$ cat src/rtl/clint_timer.sv
// Machine-mode core-local interruptor: mtime, mtimecmp and msip behind a
// single-outstanding valid/ready slave port, driving mip_msip / mip_mtip.
module clint_timer #(
    parameter int unsigned TICK_DIV = 1
) (
    input  logic        clk,
    input  logic        cpurst_n,
    input  logic        rtc_en,
    input  logic        req_valid,
    output logic        req_ready,
    input  logic        req_wr,
    input  logic [15:0] req_addr,
    input  logic [31:0] req_wdata,
    output logic        rsp_valid,
    input  logic        rsp_ready,
    output logic [31:0] rsp_rdata,
    output logic        rsp_err,
    output logic        mip_msip,
    output logic        mip_mtip
);

    localparam logic [15:0] ADDR_MSIP    = 16'h0000;
    localparam logic [15:0] ADDR_CMP_LO  = 16'h4000;
    localparam logic [15:0] ADDR_CMP_HI  = 16'h4004;
    localparam logic [15:0] ADDR_TIME_LO = 16'hBFF8;
    localparam logic [15:0] ADDR_TIME_HI = 16'hBFFC;
    localparam logic [15:0] DIV_LAST     = 16'(TICK_DIV - 1);

    logic [63:0] r_mtime;
    logic [63:0] r_mtimecmp;
    logic        r_msip;
    logic [15:0] r_div_cnt;
    logic        r_mtip;
    logic        r_rsp_valid;
    logic [31:0] r_rsp_rdata;
    logic        r_rsp_err;

    logic        w_accept;
    logic        w_wr;
    logic        w_tick;
    logic        w_div_wrap;
    logic        w_sel_msip;
    logic        w_sel_cmp_lo;
    logic        w_sel_cmp_hi;
    logic        w_sel_time_lo;
    logic        w_sel_time_hi;
    logic        w_hit;
    logic [31:0] w_rdata;
    logic [63:0] w_mtime_nxt;
    logic [63:0] w_mtimecmp_nxt;

    assign req_ready = !r_rsp_valid || rsp_ready;
    assign w_accept  = req_valid && req_ready;
    assign w_wr      = w_accept && req_wr;

    // Full-address compare also rejects any misaligned offset.
    assign w_sel_msip    = (req_addr == ADDR_MSIP);
    assign w_sel_cmp_lo  = (req_addr == ADDR_CMP_LO);
    assign w_sel_cmp_hi  = (req_addr == ADDR_CMP_HI);
    assign w_sel_time_lo = (req_addr == ADDR_TIME_LO);
    assign w_sel_time_hi = (req_addr == ADDR_TIME_HI);
    assign w_hit = w_sel_msip | w_sel_cmp_lo | w_sel_cmp_hi
                 | w_sel_time_lo | w_sel_time_hi;

    always_comb begin
        w_rdata = '0;
        unique case (1'b1)
            w_sel_msip:    w_rdata = {31'd0, r_msip};
            w_sel_cmp_lo:  w_rdata = r_mtimecmp[31:0];
            w_sel_cmp_hi:  w_rdata = r_mtimecmp[63:32];
            w_sel_time_lo: w_rdata = r_mtime[31:0];
            w_sel_time_hi: w_rdata = r_mtime[63:32];
            default:       w_rdata = '0;
        endcase
    end

    assign w_div_wrap = (r_div_cnt == DIV_LAST);
    assign w_tick     = rtc_en && w_div_wrap;

    always_ff @(posedge clk) begin
        if (!cpurst_n) begin
            r_div_cnt <= '0;
        end else if (rtc_en) begin
            r_div_cnt <= w_div_wrap ? 16'd0 : r_div_cnt + 16'd1;
        end
    end

    // A bus write to either half swallows the tick of that cycle.
    always_comb begin
        w_mtime_nxt = r_mtime;
        if (w_wr && w_sel_time_lo) begin
            w_mtime_nxt[31:0] = req_wdata;
        end else if (w_wr && w_sel_time_hi) begin
            w_mtime_nxt[63:32] = req_wdata;
        end else if (w_tick) begin
            w_mtime_nxt = r_mtime + 64'd1;
        end
    end

    always_comb begin
        w_mtimecmp_nxt = r_mtimecmp;
        if (w_wr && w_sel_cmp_lo) begin
            w_mtimecmp_nxt[31:0] = req_wdata;
        end else if (w_wr && w_sel_cmp_hi) begin
            w_mtimecmp_nxt[63:32] = req_wdata;
        end
    end

    always_ff @(posedge clk) begin
        if (!cpurst_n) begin
            r_mtime    <= '0;
            r_mtimecmp <= '1;
            r_msip     <= 1'b0;
            r_mtip     <= 1'b0;
        end else begin
            r_mtime    <= w_mtime_nxt;
            r_mtimecmp <= w_mtimecmp_nxt;
            r_mtip     <= (r_mtime >= r_mtimecmp);
            if (w_wr && w_sel_msip) begin
                r_msip <= req_wdata[0];
            end
        end
    end

    always_ff @(posedge clk) begin
        if (!cpurst_n) begin
            r_rsp_valid <= 1'b0;
            r_rsp_rdata <= '0;
            r_rsp_err   <= 1'b0;
        end else if (w_accept) begin
            r_rsp_valid <= 1'b1;
            r_rsp_err   <= !w_hit;
            r_rsp_rdata <= req_wr ? 32'd0 : w_rdata;
        end else if (rsp_ready) begin
            r_rsp_valid <= 1'b0;
        end
    end

    assign rsp_valid = r_rsp_valid;
    assign rsp_rdata = r_rsp_rdata;
    assign rsp_err   = r_rsp_err;
    assign mip_msip  = r_msip;
    assign mip_mtip  = r_mtip;

endmodule

$ cat config.mk
export PLATFORM = sky130hd
export DESIGN_NAME = clint_timer
export DESIGN_NICKNAME = d
export VERILOG_FILES = /design/src/rtl/clint_timer.sv
export SDC_FILE = /design/constraint.sdc
export NUM_CORES = 1
export LEC_CHECK = 0
export ABC_AREA = 1
export BUFFER_PORTS_ARGS = -buffer_cell sky130_fd_sc_hd__buf_2
export CAP_MARGIN = 20
export CORE_AREA = 2 2 151 153
export CTS_CLUSTER_SIZE = 25
export DETAILED_ROUTE_END_ITERATION = 6
export DIE_AREA = 0 0 153 155
export GPL_ROUTABILITY_DRIVEN = 0
export GPL_TIMING_DRIVEN = 0
export MAX_ROUTING_LAYER = met4
export PLACE_DENSITY = 0.76
export SKIP_CTS_REPAIR_TIMING = 1
export SLEW_MARGIN = 20
export SYNTH_ARGS = -nofsm -noshare
export SYNTH_HDL_FRONTEND = slang
export SYNTH_SLANG_ARGS = --single-unit
$ cat constraint.sdc
create_clock -name clk -period 1.75 [get_ports clk]
set_clock_uncertainty 0.15 [all_clocks]
set_input_delay 0.525 -clock clk [delete_from_list [all_inputs] [get_ports clk]]
set_output_delay 0.525 -clock clk [all_outputs]
set_load 0.02 [all_outputs]
==> flow_summary.json, run 1 <==
{
  "row_count": 55,
  "cts.sinks": 180,
  "root_buffer": "clkbuf_16",
  "synth_seq_cells": 180,
  "wl_met1_um": 18800,
  "cp-start-kind": "register",
  "dieArea_mm2": 0.0237,
  "placed_area_mm2": 0.0132,
  "top_layer": "met4",
  "synthSimpleGateAreaFrac": 0.355,
  "nNetsFinal": 2316,
  "synthArstFlopShare": 0,
  "vias": 15460,
  "wl_per_cell_um": 21.3,
  "syn-cell-area_mm2": 0.0122,
  "ys_seq_area_frac": 0.296,
  "cap_viol_max_count": 0,
  "port_buffers": 90,
  "cp.arrival_ns": 2.49,
  "clk_pin_slew_ns": 0.07,
  "htreeDepth": 4,
  "drt_wl_total_um": 53100,
  "worst_slew_pin_slew_ns": 0.957,
  "drt-pass1-iter-count": 7,
  "outcome": "finished with violations",
  "detail_route.iter0.violations": 2250,
  "crit_family": "simple AND/OR/NAND/NOR gates",
  "grt_max_degree": 17,
  "grt_pass1_wl_um": 65700,
  "cp_num_buf_inv": 3,
  "avgSynthCellArea_um2": 6.07,
  "antenna_left": 0,
  "grt_use_total": 0.360,
  "crit_top_cell": "inv_2",
  "pin_count": 91,
  "cts_tree": "done",
  "cts_max_path_buffers": 2,
  "violations": "DRC, setup timing",
  "overflow": 0,
  "p_leak_nw": 8.17,
  "via_per_inst": 6.20,
  "hold_viol_final": 0,
  "synth_compound_area_frac": 0.171,
  "drcViolationCount": 17,
  "cp.required_ns": 1.98,
  "setup_violations": 176,
  "timing.final.max_slew_violations": 0,
  "max-vdd-ir-drop_mv": 0.588,
  "utilization": 0.753,
  "post-place-ws_ns": -0.859,
  "drive_gt1_frac": 0.309,
  "fin_crit_ns": 2.26,
  "fin_tns_setup_ns": -35.90,
  "grt_pass1_vias": 12567,
  "place_inst": 2380,
  "hold_class": "input pin to register",
  "core_area_mm2": 0.0222,
  "hold_ws_ns": 0.202,
  "wl_met3_um": 6840,
  "synth_xor_area_frac": 0.0137,
  "rrSetupSlack_ns": -0.51,
  "fin_ws_ns": -0.508,
  "finalCritPeriodShare": 1.29,
  "crit_type": "register to register",
  "die_w_um": 153,
  "initial_core_util": 0.547,
  "slew_headroom": 0.362,
  "numCtsBuffers": 17,
  "cp_cell_sequence": "inv_2 > ha_4 > inv_2 > nor2_2 > nand4_1 > nor3_4 > nand2_2 > buf_6 > o21bai_1 > nand2_1 > a21oi_2",
  "final_cell_area_mm2": 0.0167,
  "ys_warn_count": 0,
  "synthDistinctLibCells": 38,
  "synth_top_area_frac": 0.296,
  "ys.flop_type": "dfxtp_1",
  "synth_mux_area_frac": 0,
  "n_antenna_cell": 0,
  "insertion_delay_ns": 0.45,
  "yosysTopAreaCell": "dfxtp_1",
  "fp.dieH_um": 155,
  "antenna_found_initial": 1,
  "end_kind": "register",
  "dr_wl_met2_um": 23400,
  "rsz0062_at_grt": "yes",
  "synth-adder-area-share": 0.0689,
  "layout-area-overhead-vs-synth_pct": 37.7,
  "critPathMaxStageDelay_ns": 0.37,
  "power_per_cell_area_mw_per_mm2": 572,
  "place_hpwl_um": 33100,
  "syn-num-nets": 2126,
  "crit_path_max_fanout": 5,
  "finalNonFillerCells": 2492,
  "synth_edf_count": 0,
  "syn-instance-count": 2005,
  "synth_area_leaders": "dfxtp_1, nand2_1, a21oi_1, nor2_1, ha_1",
  "total_power_mw": 9.58,
  "max_freq_mhz": 443,
  "slowest_stage": "nor3_4",
  "synth_top_family_by_area": "simple AND/OR/NAND/NOR gates"
}
## logic make-up after synthesis
kind of cell             Yosys count
AO/OA/AOI/OAI                    406
XOR/XNOR                          19
adder cells (fa/ha/maj)           67
buffers and inverters            290
flip-flops                       180
AND/OR/NAND/NOR                 1043
## routing by layer
| metal | track usage | vias to the layer above |
|---|---|---|
| met3 | 0.0465 | 372 |
| met2 | 0.581 | 1271 |
| met5 | - | - |
| met4 | 0.171 | 0 |
| met1 | 0.450 | 7005 |
| li1 | - | 6812 |
## cell type report
type	instances	area (um^2)
Multi-Input combinational cell	1536	8950
Fill cell	1607	5480
Sequential cell	180	3690
Timing Repair Buffer	170	1530
Inverter	217	867
Buffer	73	724
Clock buffer	18	439
Tap cell	285	357
Clock inverter	13	194
## synthesized netlist by cell type, drive strengths merged (10+ instances only)
cell    count
nor3       22
dfxtp     180
xor2       10
nand2     578
nand3      88
nor2      326
buf        40
o21ai     131
inv       216
a21oi     256
clkbuf     33
o21bai     12
ha         67
nand4      17
## cells in the final DEF, fill, tap and decap left out, types with 63 or more instances in the layout
| master | netlist | routed |
|---|---|---|
| a21oi_1 | 256 | 158 |
| a21oi_2 | 0 | 98 |
| buf_2 | 29 | 93 |
| dfxtp_1 | 180 | 130 |
| ha_1 | 67 | 65 |
| inv_1 | 209 | 199 |
| nand2_1 | 565 | 472 |
| nand2_2 | 11 | 63 |
| nand3_1 | 87 | 72 |
| nor2_1 | 305 | 221 |
| o21ai_1 | 15 | 83 |
## worst paths after layout
path	start	endpoint	cells past startpoint
setup / recovery	r_div_cnt[0]$_SDFFE_PN0P_	r_mtime[24]$_SDFFE_PN0P_	11
hold / removal	req_wdata[3]	r_mtimecmp[3]$_SDFFE_PN1P_	3
setup reg to reg	r_div_cnt[0]$_SDFFE_PN0P_	r_mtime[24]$_SDFFE_PN0P_	11
hold reg to reg	rsp_rdata[16]$_SDFFE_PN0P_	rsp_rdata[16]$_SDFFE_PN0P_	2
## flip-flops by register name, summed over array words and instances, names as in the netlist
register,cells
r_mtime,64
r_mtimecmp,64
rsp_rdata,32
r_div_cnt,16
mip_msip,1
mip_mtip,1
rsp_err,1
rsp_valid,1
## worst reg2reg max path, cell delays in order, from the launching register on
cell and delay [ns]:
dfxtp_2 0.33, inv_2 0.09, ha_4 0.14, inv_2 0.03
nor2_2 0.09, nand4_1 0.18, nor3_4 0.37, nand2_2 0.18
buf_6 0.18, o21bai_1 0.21, nand2_1 0.10, a21oi_2 0.12
## power by group
part | switching (mW) | internal [mW] | total [mW] | leakage, nW
combinational | 0.702 | 0.439 | 1.14 | 6.37
clock | 1.87 | 2.46 | 4.33 | 0.314
sequential | 0.0190 | 4.09 | 4.11 | 1.48
No activity file was read; power rests on OpenSTA's default activity.
==> run 2, diff against run 1 <==
--- a/config.mk
+++ b/config.mk
@@ -16,7 +16,9 @@
 export GPL_TIMING_DRIVEN = 0
 export MAX_ROUTING_LAYER = met4
 export PLACE_DENSITY = 0.76
+export REMOVE_ABC_BUFFERS = 1
 export SKIP_CTS_REPAIR_TIMING = 1
+export SKIP_LAST_GASP = 1
 export SLEW_MARGIN = 20
 export SYNTH_ARGS = -nofsm -noshare
 export SYNTH_HDL_FRONTEND = slang
==> run 2 against run 1 <==
Compared with the run above:
- the run now fails in global routing (5_1_grt)
- synthesized cell count unchanged
- synthesized area unchanged
==> flow_summary.json, run 2 <==
{
  "outcome": "aborted with a tool error",
  "lastStage": "global routing (5_1_grt)",
  "first-error": "[ERROR GRT-0232] Routing congestion too high. Check the congestion heatmap in the GUI.",
  "pin_count": 91,
  "yosysTopAreaCell": "dfxtp_1",
  "port_buffers": 90,
  "syn-cell-area_mm2": 0.0122,
  "htreeDepth": 4,
  "avgSynthCellArea_um2": 6.07,
  "syn-instance-count": 2005,
  "grt_max_degree": 83,
  "fp.dieH_um": 155,
  "cts_max_path_buffers": 2,
  "grt_use_total": 0.605,
  "synth_most_common_cell": "nand2_1",
  "ys_seq_area_frac": 0.296,
  "row_count": 55,
  "synth_area_leaders": "dfxtp_1, nand2_1, a21oi_1, nor2_1, ha_1",
  "numCtsBuffers": 17,
  "synthArstFlopShare": 0,
  "synthTopCellsByCount": "nand2_1, nor2_1, a21oi_1, inv_1, dfxtp_1",
  "crit_endpoint": "r_mtime[18]$_SDFFE_PN0P_/D",
  "cts.sinks": 180,
  "synth_seq_cells": 180,
  "root_buffer": "clkbuf_16",
  "ys_warn_count": 0,
  "overflow": 1,
  "place_hpwl_um": 27100,
  "initial_core_util": 0.547,
  "synth_edf_count": 0,
  "worstEndpointType": "register data pin",
  "placed_area_mm2": 0.0128,
  "ys.flop_type": "dfxtp_1",
  "synth_top_area_frac": 0.296,
  "synthDistinctLibCells": 38,
  "die_w_um": 153
}
run 2: per-stage QoR:
step | worst slack (ns) | std cells | hold slack, ns
2_1_floorplan | -2.02 | 1932 | 0.306
3_3_place_gp | -4.34 | 2307 | 0.299
3_5_place_dp | -2.21 | 2311 | 0.302
4_1_cts | -1.79 | 2343 | 0.171
run 2: metal layers:
metal	global-route usage	GRT overflow
met5	-	-
met4	0.510	0
met3	0.403	0
met2	0.781	0
met1	0.627	1
run 2: kinds of logic after synthesis:
family / count (synthesis) / synth area share
adder cells (fa/ha/maj): 67 / 0.0689
buffers and inverters: 290 / 0.0954
flip-flops: 180 / 0.296
XOR/XNOR: 19 / 0.0137
AND/OR/NAND/NOR: 1043 / 0.355
AO/OA/AOI/OAI: 406 / 0.171
==> run 3, diff against run 2 <==
--- a/config.mk
+++ b/config.mk
@@ -8,14 +8,12 @@
 export ABC_AREA = 1
 export BUFFER_PORTS_ARGS = -buffer_cell sky130_fd_sc_hd__buf_2
 export CAP_MARGIN = 20
-export CORE_AREA = 2 2 151 153
-export CTS_CLUSTER_SIZE = 25
+export CORE_AREA = 2 2 178 180
 export DETAILED_ROUTE_END_ITERATION = 6
-export DIE_AREA = 0 0 153 155
+export DIE_AREA = 0 0 180 182
 export GPL_ROUTABILITY_DRIVEN = 0
 export GPL_TIMING_DRIVEN = 0
-export MAX_ROUTING_LAYER = met4
-export PLACE_DENSITY = 0.76
+export PLACE_DENSITY_LB_ADDON = 0.15
 export REMOVE_ABC_BUFFERS = 1
 export SKIP_CTS_REPAIR_TIMING = 1
 export SKIP_LAST_GASP = 1
==> constraint.sdc (replaced) <==
create_clock -name clk -period 2.3 [get_ports clk]
set_clock_uncertainty 0.15 [all_clocks]
set_input_delay 0.69 -clock clk [delete_from_list [all_inputs] [get_ports clk]]
set_output_delay 0.69 -clock clk [all_outputs]
set_load 0.02 [all_outputs]
==> run 3 against run 2 <==
Compared with the run above:
- the flow now finishes without violations
==> flow_summary.json, run 3 (synthesis gave the netlist of run 1 again) <==
{
  "endpoint": "mip_mtip$_SDFF_PN0_",
  "switching_power_mw": 1.71,
  "crit_path_max_fanout": 7,
  "drcViolationCount": 0,
  "final_common_cell": "nand2_1",
  "rrSetupSlack_ns": 0.04,
  "core_area_mm2": 0.0310,
  "grt_pass1_vias": 11608,
  "power_per_cell_area_mw_per_mm2": 463,
  "pin_count": 91,
  "grt_max_degree": 81,
  "dieArea_mm2": 0.0328,
  "end_kind": "register",
  "layout-area-overhead-vs-synth_pct": 16.2,
  "port_buffers": 90,
  "internal_power_mw": 4.84,
  "cts_max_path_buffers": 2,
  "clk_pin_slew_ns": 0.07,
  "wl_per_cell_um": 16.9,
  "outcome": "complete, no violations",
  "p_comb_frac": 0.073,
  "total_power_mw": 6.54,
  "drive_gt1_frac": 0.120,
  "crit_type": "register to register",
  "worstReg2RegEnd": "mip_mtip$_SDFF_PN0_",
  "max_freq_mhz": 442,
  "row_count": 65,
  "die_w_um": 180,
  "fp.dieH_um": 182,
  "grt_pass1_wl_um": 62700,
  "worst_slew_pin_slew_ns": 0.702,
  "fin_crit_ns": 2.26,
  "grt_use_total": 0.240,
  "max-vdd-ir-drop_mv": 0.470,
  "cap_viol_max_count": 0,
  "p_leak_nw": 6.85,
  "pwr-share-clk": 0.448,
  "detail_route.iter0.violations": 984,
  "place_hpwl_um": 29700,
  "drt_wl_total_um": 42200,
  "via_per_inst": 5.19,
  "cp.required_ns": 2.50,
  "drt-pass1-iter-count": 5,
  "cp-startpoint": "r_mtime[45]$_SDFFE_PN0P_",
  "numCtsBuffers": 17,
  "most-common-layout-cells": "nand2_1, nor2_1, a21oi_1",
  "cp.arrival_ns": 2.46,
  "antenna_left": 0,
  "root_buffer": "clkbuf_16",
  "cts.sinks": 180,
  "utilization": 0.456,
  "nNetsFinal": 2204,
  "insertion_delay_ns": 0.46,
  "min_path_cells": 2,
  "slew_headroom": 0.531,
  "seq_power_share": 0.479,
  "sw_frac_of_total": 0.261,
  "r2r_start": "r_mtime[45]$_SDFFE_PN0P_",
  "cts_tree": "done",
  "hold_viol_final": 0,
  "n_antenna_cell": 0,
  "overflow": 0,
  "cp-start-kind": "register",
  "timing.final.max_slew_violations": 0,
  "htreeDepth": 4,
  "place_inst": 2432,
  "initial_core_util": 0.392,
  "finalNonFillerCells": 2498,
  "antenna_found_initial": 0,
  "hold_class": "register to register",
  "finalCritPeriodShare": 0.984,
  "r2r_cells": 7,
  "vias": 12977,
  "setup_violations": 0
}
==> run 3: worst min path at each step <==
stage / startpoint / endpoint / slack (ns)
after floorplan: r_div_cnt[0]$_SDFFE_PN0P_ / r_div_cnt[0]$_SDFFE_PN0P_ / 0.31
after global placement: rsp_rdata[10]$_SDFFE_PN0P_ / rsp_rdata[10]$_SDFFE_PN0P_ / 0.30
after detailed placement: rsp_rdata[14]$_SDFFE_PN0P_ / rsp_rdata[14]$_SDFFE_PN0P_ / 0.30
after CTS: rsp_rdata[14]$_SDFFE_PN0P_ / rsp_rdata[14]$_SDFFE_PN0P_ / 0.31
after global routing: rsp_rdata[12]$_SDFFE_PN0P_ / rsp_rdata[12]$_SDFFE_PN0P_ / 0.33
final: rsp_rdata[12]$_SDFFE_PN0P_ / rsp_rdata[12]$_SDFFE_PN0P_ / 0.31
==> run 3: layout make-up <==
| cell class | instances | area, um^2 |
|---|---|---|
| fill | 3288 | 16900 |
| inverter | 217 | 822 |
| tap | 402 | 503 |
| clock inverter | 11 | 101 |
| multi-input combinational | 1541 | 7710 |
| clock buffer | 21 | 470 |
| sequential | 180 | 3620 |
| timing repair buffer | 126 | 898 |
==> run 3: metrics by stage <==
step / area (um^2) / TNS, ns / hold WS, ns / setup WS, ns
3_5_place_dp: 13000 / -150.77 / 0.303 / -1.95
6_report: 14100 / 0 / 0.310 / 0.0372
2_1_floorplan: 11800 / -159.53 / 0.306 / -1.63
4_1_cts: 13600 / -75.17 / 0.314 / -1.47
5_1_grt: 14100 / -0.00464 / 0.329 / -0.00464
3_3_place_gp: 12800 / -497.99 / 0.299 / -4.32
==> run 3: power by group through the flow <==
stage / Clock, mW / Combinational (mW) / Sequential [mW]
after floorplan: 0 / 0.226 / 3.21
after global placement: 0 / 0.420 / 3.20
after detailed placement: 0 / 0.413 / 3.21
after CTS: 3.00 / 0.415 / 3.13
after global routing: 3.10 / 0.524 / 3.14
final: 2.93 / 0.475 / 3.14
==> run 3: routing by layer <==
layer,up-vias,GRT usage,wire length [um]
li1,6602,-,-
met1,5929,0.320,19200
met2,381,0.405,19500
met3,65,0.0321,2420
met4,0,0.0709,1180
met5,-,0,0
==> run 3: critical path: stages, from the launching register on <==
cell     delay, ns
dfxtp_1       0.41
ha_1          0.35
nand2_1       0.10
nor4_4        0.47
nand2_1       0.18
nand2_1       0.17
a21oi_1       0.08
a21oi_1       0.26
==> run 4, diff against run 3 <==
==> constraint.sdc (replaced) <==
create_clock -name clk -period 2.3 [get_ports clk]
set_clock_uncertainty 0.15 [all_clocks]
set_input_delay 0.23 -clock clk [delete_from_list [all_inputs] [get_ports clk]]
set_output_delay 0.23 -clock clk [all_outputs]
set_load 0.02 [all_outputs]
==> run 4 against run 3 <==
Compared with the run above:
- global-route usage unchanged
- sequential share of layout area decreased by 0.28 points
- critical path depth up 2
- die area unchanged
- the flow now finishes with violations (DRC, hold timing)
- clock power hardly changed
- worst setup slack better by 0.035 ns
- wire length up 1.1%
- non-clock buffer count increased by 23
- flip-flop and latch count is the same
- sequential power is essentially flat
- highest routed layer unchanged
- register-to-register slack better by 0.04 ns
- via count is 0.73% higher
==> flow_summary.json, run 4 (synthesis gave the netlist of run 1 again) <==
{
  "outcome": "finished with violations",
  "violations": "DRC, hold timing",
  "cp-start-kind": "register",
  "grt_use_total": 0.240,
  "cp.required_ns": 2.49,
  "cts_max_path_buffers": 2,
  "overflow": 0,
  "layout-area-overhead-vs-synth_pct": 17.6,
  "hp-start": "rtc_en",
  "p_leak_nw": 6.91,
  "antenna_found_initial": 0,
  "fin_tns_setup_ns": 0,
  "drive_gt1_frac": 0.112,
  "drcViolationCount": 5,
  "wl_met1_um": 19600,
  "slew_headroom": 0.159,
  "wl_met3_um": 2500,
  "grt_max_degree": 81,
  "rsz0062_at_grt": "yes",
  "top_layer": "met4",
  "place_hpwl_um": 29700,
  "nNetsFinal": 2227,
  "initial_core_util": 0.392,
  "cts_tree": "done",
  "cts.sinks": 180,
  "drt_wl_total_um": 42700,
  "most-common-layout-cells": "nand2_1, nor2_1, a21oi_1",
  "grt_pass1_vias": 11608,
  "max_freq_mhz": 449,
  "worst_slew_pin_slew_ns": 1.26,
  "wl_per_cell_um": 16.9,
  "antenna_left": 0,
  "root_buffer": "clkbuf_16",
  "worstReg2RegEnd": "mip_mtip$_SDFF_PN0_",
  "final_cell_area_mm2": 0.0143,
  "fp.dieH_um": 182,
  "die_w_um": 180,
  "crit_path_max_fanout": 5,
  "r2r_cells": 9,
  "clk_pin_slew_ns": 0.07,
  "grt_pass1_wl_um": 62700,
  "ff_latch_area_mm2": 0.00362,
  "drt-pass1-iter-count": 7,
  "hold_ws_ns": -0.0171,
  "fillers": 3275,
  "pin_count": 91,
  "port_buffers": 90,
  "multi_input_area_mm2": 0.00764,
  "utilization": 0.461,
  "dieArea_mm2": 0.0328,
  "detail_route.iter0.violations": 976,
  "timing.final.max_slew_violations": 0,
  "row_count": 65,
  "dr_wl_met2_um": 19500,
  "min_path_cells": 3,
  "core_area_mm2": 0.0310,
  "hold_path_end": "r_div_cnt[0]$_SDFFE_PN0P_",
  "insertion_delay_ns": 0.46,
  "rrSetupSlack_ns": 0.07,
  "end_kind": "register",
  "n_antenna_cell": 0,
  "htreeDepth": 4,
  "hold_class": "input pin to register",
  "via_per_inst": 5.19,
  "crit_type": "register to register",
  "finalCritPeriodShare": 0.969,
  "power_per_cell_area_mw_per_mm2": 461,
  "placed_area_mm2": 0.0130,
  "r2r_start": "r_mtime[63]$_SDFFE_PN0P_",
  "fin_crit_ns": 2.23,
  "hold_viol_final": 2,
  "cap_viol_max_count": 0,
  "final_common_cell": "nand2_1",
  "setup_violations": 0,
  "total_power_mw": 6.58,
  "max-vdd-ir-drop_mv": 0.458,
  "vias": 13072,
  "cp.arrival_ns": 2.42,
  "numCtsBuffers": 17
}
-- run 4: changes by cell type in the layout (fill, tap and decap cells not counted), sizes merged --
cell	delta
clkbuf	-1
buf	-8
dlygate4sd3	+32
-- run 4: power breakdown --
group	internal, mW	switching, mW
combinational	0.169	0.346
sequential	3.12	0.0114
clock	1.58	1.35
total	4.87	1.71
-- run 4: critical path, stage by stage (launching register included) --
cell	delay, ns
dfxtp_1	0.36
ha_1	0.32
nand2_1	0.06
inv_1	0.06
nand3_1	0.12
nor3_2	0.36
nand3_1	0.25
nor2_1	0.16
nand2_1	0.06
a21oi_1	0.23
-- run 4: layer usage --
layer  global-route usage  vias to the layer above
met5                    0                        -
met4               0.0709                        0
met3               0.0321                       63
met2                0.405                      383
met1                0.320                     5983
li1                     -                     6643
-- run 4: final cells by class --
| class | count | share of cell area |
|---|---|---|
| clock buffer | 21 | 0.0329 |
| clock inverter | 11 | 0.00709 |
| inverter | 217 | 0.0575 |
| multi-input combinational | 1541 | 0.534 |
| sequential | 180 | 0.254 |
| tap | 402 | 0.0352 |
| timing repair buffer | 149 | 0.0795 |
-- run 4: metrics by stage --
step | hold WS, ns | cells | setup slack [ns]
2_1_floorplan | 0.200 | 1932 | -1.17
3_3_place_gp | 0.299 | 2424 | -3.86
3_5_place_dp | 0.303 | 2432 | -1.49
4_1_cts | -0.143 | 2464 | -1.02
5_1_grt | 0.00276 | 2521 | -0.0445
6_report | -0.0171 | 2521 | 0.0724
-- run 4: how the worst max path moves through the flow --
stage / start / end / slack, ns / depth (start not counted)
CTS: rsp_valid$_SDFFE_PN0P_ / r_mtime[47]$_SDFFE_PN0P_ / -1.02 / 9
floorplan: cpurst_n / r_div_cnt[13]$_SDFFE_PN0P_ / -1.17 / 5
global placement: cpurst_n / r_div_cnt[13]$_SDFFE_PN0P_ / -3.86 / 6
finish: r_mtime[63]$_SDFFE_PN0P_ / mip_mtip$_SDFF_PN0_ / 0.07 / 9
detailed placement: req_addr[0] / r_mtime[22]$_SDFFE_PN0P_ / -1.49 / 11
global route: r_mtime[0]$_SDFFE_PN0P_ / r_mtime[37]$_SDFFE_PN0P_ / -0.04 / 9
